--- src/rtl/uart_pkg.sv ---
// Shared constants for the UART receiver: parity-type encodings, rx state codes
// and parity helpers. Parity support is compiled in only with UART_RX_PARITY_EN.
package uart_pkg;

  // parity_type encodings; any other value means the frame has no parity bit
  localparam logic [1:0] ParityOdd  = 2'b00;
  localparam logic [1:0] ParityEven = 2'b01;

  // rx state enumeration (plain constants so older tools and dumps stay readable)
  typedef logic [2:0] rx_state_e;
  localparam rx_state_e StIdle   = 3'd0;
  localparam rx_state_e StStart  = 3'd1;
  localparam rx_state_e StData   = 3'd2;
`ifdef UART_RX_PARITY_EN
  localparam rx_state_e StParity = 3'd3;
`endif
  localparam rx_state_e StStop   = 3'd4;
  localparam rx_state_e StBreak  = 3'd5;

`ifdef UART_RX_PARITY_EN
  // True when the frame carries a parity bit for this parity type
  function automatic logic parity_in_frame(input logic [1:0] ptype);
    return (ptype == ParityOdd) || (ptype == ParityEven);
  endfunction

  // Parity bit a correct transmitter would have sent for this data byte
  function automatic logic expected_parity(input logic [1:0] ptype, input logic [7:0] data);
    return (ptype == ParityOdd) ? ~(^data) : (^data);
  endfunction
`endif

endpackage

--- src/rtl/uart_rx_sync.sv ---
// Two-flop synchronizer for the asynchronous serial line. Both flops reset to 1
// so a reset never looks like a start bit.
module uart_rx_sync (
  input  logic clk,
  input  logic rst_n,
  input  logic d_i,
  output logic q_o
);

  logic meta_q;
  logic sync_q;

  // Shift the raw line through two flops; synchronous active-low reset to idle-high
  always_ff @(posedge clk) begin
    if (!rst_n) begin
      meta_q <= 1'b1;
      sync_q <= 1'b1;
    end else begin
      meta_q <= d_i;
      sync_q <= meta_q;
    end
  end

  assign q_o = sync_q;

endmodule

--- src/rtl/uart_rx.sv ---
// UART receiver: 8 data bits LSB first, optional parity bit, one stop bit.
// Parity handling is present only when UART_RX_PARITY_EN is defined; otherwise
// parity_type is ignored and parity_error is tied low.
module uart_rx
  import uart_pkg::*;
#(
  parameter int unsigned CLKS_PER_BIT = 87
) (
  input  logic       clk,
  input  logic       rst_n,
  input  logic       rx_in,
  input  logic [1:0] parity_type,
  output logic [7:0] data_out,
  output logic       data_valid,
  output logic       parity_error,
  output logic       framing_error,
  output logic       busy
);

  localparam int unsigned CntW = $clog2(CLKS_PER_BIT);
  // Down-counter reload values; a sample is taken when the counter reaches zero
  localparam logic [CntW-1:0] CntFull = CntW'(CLKS_PER_BIT - 1);
  localparam logic [CntW-1:0] CntHalf = CntW'(CLKS_PER_BIT / 2 - 1);

  logic            rx_s;
  logic            tick;
  rx_state_e       state_q, state_d;
  logic [CntW-1:0] cnt_q, cnt_d;
  logic [2:0]      bit_idx_q, bit_idx_d;
  logic [7:0]      shreg_q, shreg_d;
  logic [7:0]      data_out_q, data_out_d;
  logic            valid_q, valid_d;
  logic            ferr_q, ferr_d;
`ifdef UART_RX_PARITY_EN
  logic [1:0]      ptype_q, ptype_d;
  logic            par_bit_q, par_bit_d;
  logic            perr_q, perr_d;
`else
  logic            unused_parity_type;
  assign unused_parity_type = ^parity_type;
`endif

  uart_rx_sync u_sync (
    .clk   (clk),
    .rst_n (rst_n),
    .d_i   (rx_in),
    .q_o   (rx_s)
  );

  assign tick = (cnt_q == '0);

  // Next-state logic for the frame FSM, sample counter and result registers
  always_comb begin
    state_d    = state_q;
    cnt_d      = cnt_q;
    bit_idx_d  = bit_idx_q;
    shreg_d    = shreg_q;
    data_out_d = data_out_q;
    valid_d    = 1'b0;
    ferr_d     = ferr_q;
`ifdef UART_RX_PARITY_EN
    ptype_d    = ptype_q;
    par_bit_d  = par_bit_q;
    perr_d     = perr_q;
`endif
    case (state_q)
      StIdle: begin
        if (!rx_s) begin
          state_d = StStart;
          cnt_d   = CntHalf;
        end
      end
      StStart: begin
        if (!tick) begin
          cnt_d = cnt_q - 1'b1;
        end else if (rx_s) begin
          // Start bit gone by mid-bit: treat as a glitch
          state_d = StIdle;
        end else begin
          state_d   = StData;
          cnt_d     = CntFull;
          bit_idx_d = '0;
`ifdef UART_RX_PARITY_EN
          ptype_d   = parity_type;
`endif
        end
      end
      StData: begin
        if (!tick) begin
          cnt_d = cnt_q - 1'b1;
        end else begin
          shreg_d   = {rx_s, shreg_q[7:1]};
          cnt_d     = CntFull;
          bit_idx_d = bit_idx_q + 3'd1;
          if (bit_idx_q == 3'd7) begin
`ifdef UART_RX_PARITY_EN
            state_d = parity_in_frame(ptype_q) ? StParity : StStop;
`else
            state_d = StStop;
`endif
          end
        end
      end
`ifdef UART_RX_PARITY_EN
      StParity: begin
        if (!tick) begin
          cnt_d = cnt_q - 1'b1;
        end else begin
          par_bit_d = rx_s;
          cnt_d     = CntFull;
          state_d   = StStop;
        end
      end
`endif
      StStop: begin
        if (!tick) begin
          cnt_d = cnt_q - 1'b1;
        end else begin
          valid_d    = 1'b1;
          data_out_d = shreg_q;
          ferr_d     = ~rx_s;
`ifdef UART_RX_PARITY_EN
          perr_d     = parity_in_frame(ptype_q) &&
                       (par_bit_q != expected_parity(ptype_q, shreg_q));
`endif
          cnt_d      = '0;
          state_d    = rx_s ? StIdle : StBreak;
        end
      end
      StBreak: begin
        if (rx_s) state_d = StIdle;
      end
      default: state_d = StIdle;
    endcase
  end

  // State and result registers, synchronous active-low reset
  always_ff @(posedge clk) begin
    if (!rst_n) begin
      state_q    <= StIdle;
      cnt_q      <= '0;
      bit_idx_q  <= '0;
      shreg_q    <= '0;
      data_out_q <= '0;
      valid_q    <= 1'b0;
      ferr_q     <= 1'b0;
`ifdef UART_RX_PARITY_EN
      ptype_q    <= ParityOdd;
      par_bit_q  <= 1'b0;
      perr_q     <= 1'b0;
`endif
    end else begin
      state_q    <= state_d;
      cnt_q      <= cnt_d;
      bit_idx_q  <= bit_idx_d;
      shreg_q    <= shreg_d;
      data_out_q <= data_out_d;
      valid_q    <= valid_d;
      ferr_q     <= ferr_d;
`ifdef UART_RX_PARITY_EN
      ptype_q    <= ptype_d;
      par_bit_q  <= par_bit_d;
      perr_q     <= perr_d;
`endif
    end
  end

  assign data_out      = data_out_q;
  assign data_valid    = valid_q;
  assign framing_error = ferr_q;
  assign busy          = (state_q != StIdle);
`ifdef UART_RX_PARITY_EN
  assign parity_error  = perr_q;
`else
  assign parity_error  = 1'b0;
`endif

endmodule
--- config.mk ---
export PLATFORM = sky130hd
export DESIGN_NAME = uart_rx
export DESIGN_NICKNAME = d
export VERILOG_FILES = /design/src/rtl/uart_pkg.sv /design/src/rtl/uart_rx_sync.sv /design/src/rtl/uart_rx.sv
export SDC_FILE = /design/constraint.sdc
export NUM_CORES = 1
export LEC_CHECK = 0
export ABC_AREA = 1
export CAP_MARGIN = 25
export CORE_MARGIN = 4
export CORE_UTILIZATION = 49
export CTS_CLUSTER_SIZE = 30
export DETAILED_ROUTE_END_ITERATION = 7
export MAX_ROUTING_LAYER = met4
export PLACE_DENSITY = 0.74
export SETUP_SLACK_MARGIN = 0.2
export SYNTH_ARGS = -nofsm -noshare
export SYNTH_HDL_FRONTEND = slang
export SYNTH_SLANG_ARGS = --single-unit
--- constraint.sdc ---
create_clock -name clk -period 1.46 [get_ports clk]
set_input_delay 0.219 -clock clk [delete_from_list [all_inputs] [get_ports clk]]
set_output_delay 0.219 -clock clk [all_outputs]
set_load 0.1 [all_outputs]
Word level (Yosys, flattened, before mapping). Cells that the tools add are included.

Register bits after elaboration: 33. Input bits: 5. Output and inout port bits: 12. Logic and storage cells: 56.

$add $sub $neg: 2. Equal/unequal tests: 13. Multiplexer cells: 20. Bitwise gates (word level): 1. Reductions and logical operators: 11.

Operators by type and width (number): 7-bit two-way mux (5); 3-bit two-way mux (10); 7-bit one-hot mux with 4 select lines (1); 3-bit one-hot mux with 5 select lines (1); 2-bit inequality test, second input constant (6); 3-bit == test, second input constant (3); 7-bit zero test (1); 7-bit by 1-bit subtractor with 7-bit output, second input constant (1); 3-bit one-hot mux with 2 select lines (1); 2-bit AND reduction (3); 6-bit AND reduction (1); 4-bit AND reduction (1); 4-bit nonzero test (1); 3-bit by 1-bit adder with 3-bit output, second input constant (1); 3-bit by 1-bit == test with 1-bit output, second input constant (1); 3-bit by 2-bit == test with 1-bit output, second input constant (1); 3-bit zero test (1); 3-bit inequality test, second input constant (1); 3-bit AND reduction (1); 3-bit nonzero test (1); 2-bit two-way mux (1); 2-bit by 1-bit inequality test with 1-bit output, second input constant (1); 2-bit nonzero test (1); 1-bit two-way mux (1); 1-bit inverter (1).

Longest topological paths before layout.
Depth after elaboration: 4. Depth in mapped cells: 11. Depth with buffers taken out: 10.

Hierarchy. A second synthesis with hierarchy kept.

Cells, all modules: 225. Area total of the unflattened synthesis: 1595.3 um2.

By module, submodules not included: uart_rx (times used 1, cells each 219, area each 1540.2 um2, seq. area each 620.6 um2); uart_rx_sync (times used 1, cells each 6, area each 55.1 um2, seq. area each 40.0 um2).

Worst setup path after synthesis. Ideal clock, no wire load.

Path type: register to register. Start point: register cnt_q[0]. End point: register cnt_q[5]. Arrival time: 1344 ps. Data required time: 1343 ps. Path slack: -1 ps. Cell stages (with the launch flop): 12. Clock period less this slack: 1461 ps. Cells stage by stage: dfxtp_1 > inv_1 > ha_1 > inv_1 > nor2_1 > nand3_2 > buf_6 > nor2_8 > nor2_4 > nand2_1 > a21oi_1 > nor2_1.

Cells in the longest elaborated chain, start to end: 3. Elaborated cells on any way between the ends: 8.

Ends and longest elaborated chain: start, declared (RTL line uart_rx.sv:28) `logic [CntW-1:0] cnt_q, cnt_d;`; start signal, assigned (RTL line uart_rx.sv:154) `cnt_q <= cnt_d;`; 7-bit by 1-bit subtractor with 7-bit output or 7-bit zero test (tied branches); 7-bit two-way mux (tied with other cells) (RTL line uart_rx.sv:116) `if (!tick) begin`; 7-bit one-hot mux with 4 select lines or 3-bit AND reduction (tied branches).

Several ways; a longest one is shown, not always the timed one. A chain may end at the register's enable or synchronous reset.

Final worst setup path.
Start point: register cnt_q[0]. End point: register bit_idx_q[0].

Cells in the longest elaborated chain, start to end: 3. Elaborated cells on any way between the ends: 4.

Ends and longest elaborated chain: 7-bit zero test (*) (RTL line uart_rx.sv:50) `assign tick = (cnt_q == '0);`; 2-bit inequality test (no line); 4-bit AND reduction (no line) (*); end signal, assigned (RTL line uart_rx.sv:155) `bit_idx_q <= bit_idx_d;`; end, declared (RTL line uart_rx.sv:29) `logic [2:0] bit_idx_q, bit_idx_d;`.

Mark *: on every way between the ends. The rest lies on a longest branch, timed or not.

==> flow_summary.yaml <==
setup_path:
  worstPathRequired_ns: 1.69
  critPathArrivalTime_ns: 1.81
  path_buf_inv: 5
  crit_path_max_fanout: 7
  crit_family: "buffers and inverters"
  slowest_delay_ns: 0.35
  path_class: "flop to flop"
  end_kind: "flop"
  cp-start-kind: "flop"
  critPathSlowestCell: "dfxtp_2"
  cp_cell_sequence: "inv_4 -> ha_4 -> inv_2 -> nor2_2 -> nand3_2 -> buf_12 -> buf_4 -> inv_6 -> nand3_4 -> o21ai_1 -> a21oi_1"
sta:
  rsz0062_at_grt: "yes"
  final.min_clock_period_ns: 1.575
  post-route-period-util_pct: 107.9
  max_freq_mhz: 634.8
  clock_skew_ns: 0.01473
  drv_slew: 0
  hold_viol: 0
  setup_slack_ns: -0.1152
  finalSetupTns_ns: -0.4914
  setup_viol: 12
final_layout:
  drive_gt1_share_pct: 45.35
  nNetsFinal: 266
  fin_cells: 302
  final_cell_mix: "42 x nor2_1, 25 x buf_4, 20 x dfxtp_1, 19 x nand2_1, 15 x nand3_1"
  diodes: 0
  final_util_pct: 77.23
  layout_commonest_cell: "nor2_1"
  synthToLayoutAreaGrowth_pct: 50.85
logic_synthesis:
  ys_seq_area_share_pct: 42.62
  ys_ff_latch: 33
  syn-num-nets: 221
  avgSynthCellArea_sq_um: 7.312
  post_synth_num_cell_types: 26
  postSynthCellCount: 212
  synthesis.area_sq_mm: 0.001550
  yosys_warnings: 0
hold_path:
  holdCritPathClass: "flop to flop"
placed_design:
  hpwl_mm: 2.373
  pre_cts_ws_ns: -0.02550
  placed_cells: 281
  io_buffers: 13
  gp_congestion: 0.7903
clock_network:
  cts_made_buffers: 5
  clock_path_buffers: 2
  clock_sinks: 33
  clk_latency_ns: 0.35
  tritoncts: "done"
  ctsHtreeMaxLevel: 2
  root_buffer: "clkbuf_4"
  ctsHoldBuffers: 0
  path_clk_slew_ns: 0.12
global_routing:
  grt_pass1_wl_mm: 6.113
  grt_pass1_vias: 1420
  grt.overflow.total: 0
  antenna_found_initial: 0
  track_usage_pct: 19.27
  grt_max_degree: 12
detailed_routing:
  ant_nets: 0
  routed_via_density: 5.262
  vias: 1589
  wl_per_cell_um: 13.07
  drc: 0
  drt_iter0_drc: 129
  dr.pass1.iters: 4
  wl_mm: 3.946
floorplanning:
  io_pins: 17
  initial_core_util_pct: 51.20
  coreArea_sq_mm: 0.003028
  rows: 20
  die_x_um: 64.25
  dieHeight_um: 64.25
  dieArea_sq_mm: 0.004127
outcome:
  status: "finished with violations"
  violations: "negative setup slack"
flow_run:
  max_cap_viol_count: 0
-- sequential cells by signal (all words and copies together) (netlist names) --
| name | count |
|---|---|
| cnt_q | 7 |
| u_sync.meta_q | 1 |
| data_valid | 1 |
| data_out | 8 |
| shreg_q | 8 |
| state_q | 3 |
| u_sync.q_o | 1 |
| bit_idx_q | 3 |
| framing_error | 1 |
-- cells by family (layout without fill, tap and decap cells) --
family                   after synthesis  in the layout  share of synthesized area, %
AO/OA/AOI/OAI                         38             38                         12.43
adder cells (fa/ha/maj)                4              4                         3.229
buffers and inverters                 24             70                         6.618
flip-flops                            33             33                         42.61
other                                  1              1                        0.2419
AND/OR/NAND/NOR                      112            112                         34.87
-- through the flow --
step                      hold slack [ns]  instance area, sq um
after floorplan                    0.3256                  1592
after global placement             0.3971                  1989
after detailed placement           0.4046                  1989
after CTS                          0.4237                  2188
after global routing               0.4487                  2338
final                              0.4088                  2338
-- what timing repair did --
action                                  4_1_cts  5_1_grt
pin swaps                                    11       21
setup buffers                                 5        8
endpoints found under the setup margin       32       32
resized for setup                            32       31
-- synth_stat cells (all sizes together) --
cell type | n | area share [%]
a21boi | 1 | 0.48
a21oi | 14 | 4.5
and3 | 1 | 0.40
buf | 2 | 1.2
clkbuf | 2 | 0.48
clkinv | 1 | 0.32
conb | 1 | 0.24
dfxtp | 33 | 43
ha | 4 | 3.2
inv | 19 | 4.6
nand2 | 30 | 7.7
nand3 | 20 | 6.8
nand4 | 5 | 2.4
nor2 | 52 | 16
nor3 | 1 | 0.32
o21ai | 23 | 7.4
or2 | 3 | 1.2
-- metal layers --
layer | vias up | track usage, % | wire length (um)
met2 | 60 | 29.77 | 1911
li1 | 785 | - | -
met4 | 0 | 8.179 | 68
met1 | 734 | 23.51 | 1748
met3 | 10 | 5.448 | 218
met5 | - | - | 0
-- cell type report --
| cell class | instances | area [sq um] |
|---|---|---|
| clock buffers | 6 | 51.30 |
| clock inverters | 2 | 37.54 |
| fillers | 187 | 689.4 |
| inverters | 20 | 92.59 |
| multi-input cells | 155 | 935.9 |
| flip-flops and latches | 33 | 684.4 |
| well taps | 44 | 55.05 |
| repair buffers | 42 | 481.7 |
-- worst paths after layout --
kind / from / cells past startpoint / end / slack [ns]
min: u_sync.meta_q / 1 / u_sync.q_o / 0.41
max: cnt_q[0] / 11 / bit_idx_q[0] / -0.12
min reg2reg: u_sync.meta_q / 1 / u_sync.q_o / 0.41
max reg2reg: cnt_q[0] / 11 / bit_idx_q[0] / -0.12
Power is left out: the tool's default activity adds up to more than one toggle a clock period on the data nets, which glitch-free logic cannot reach.
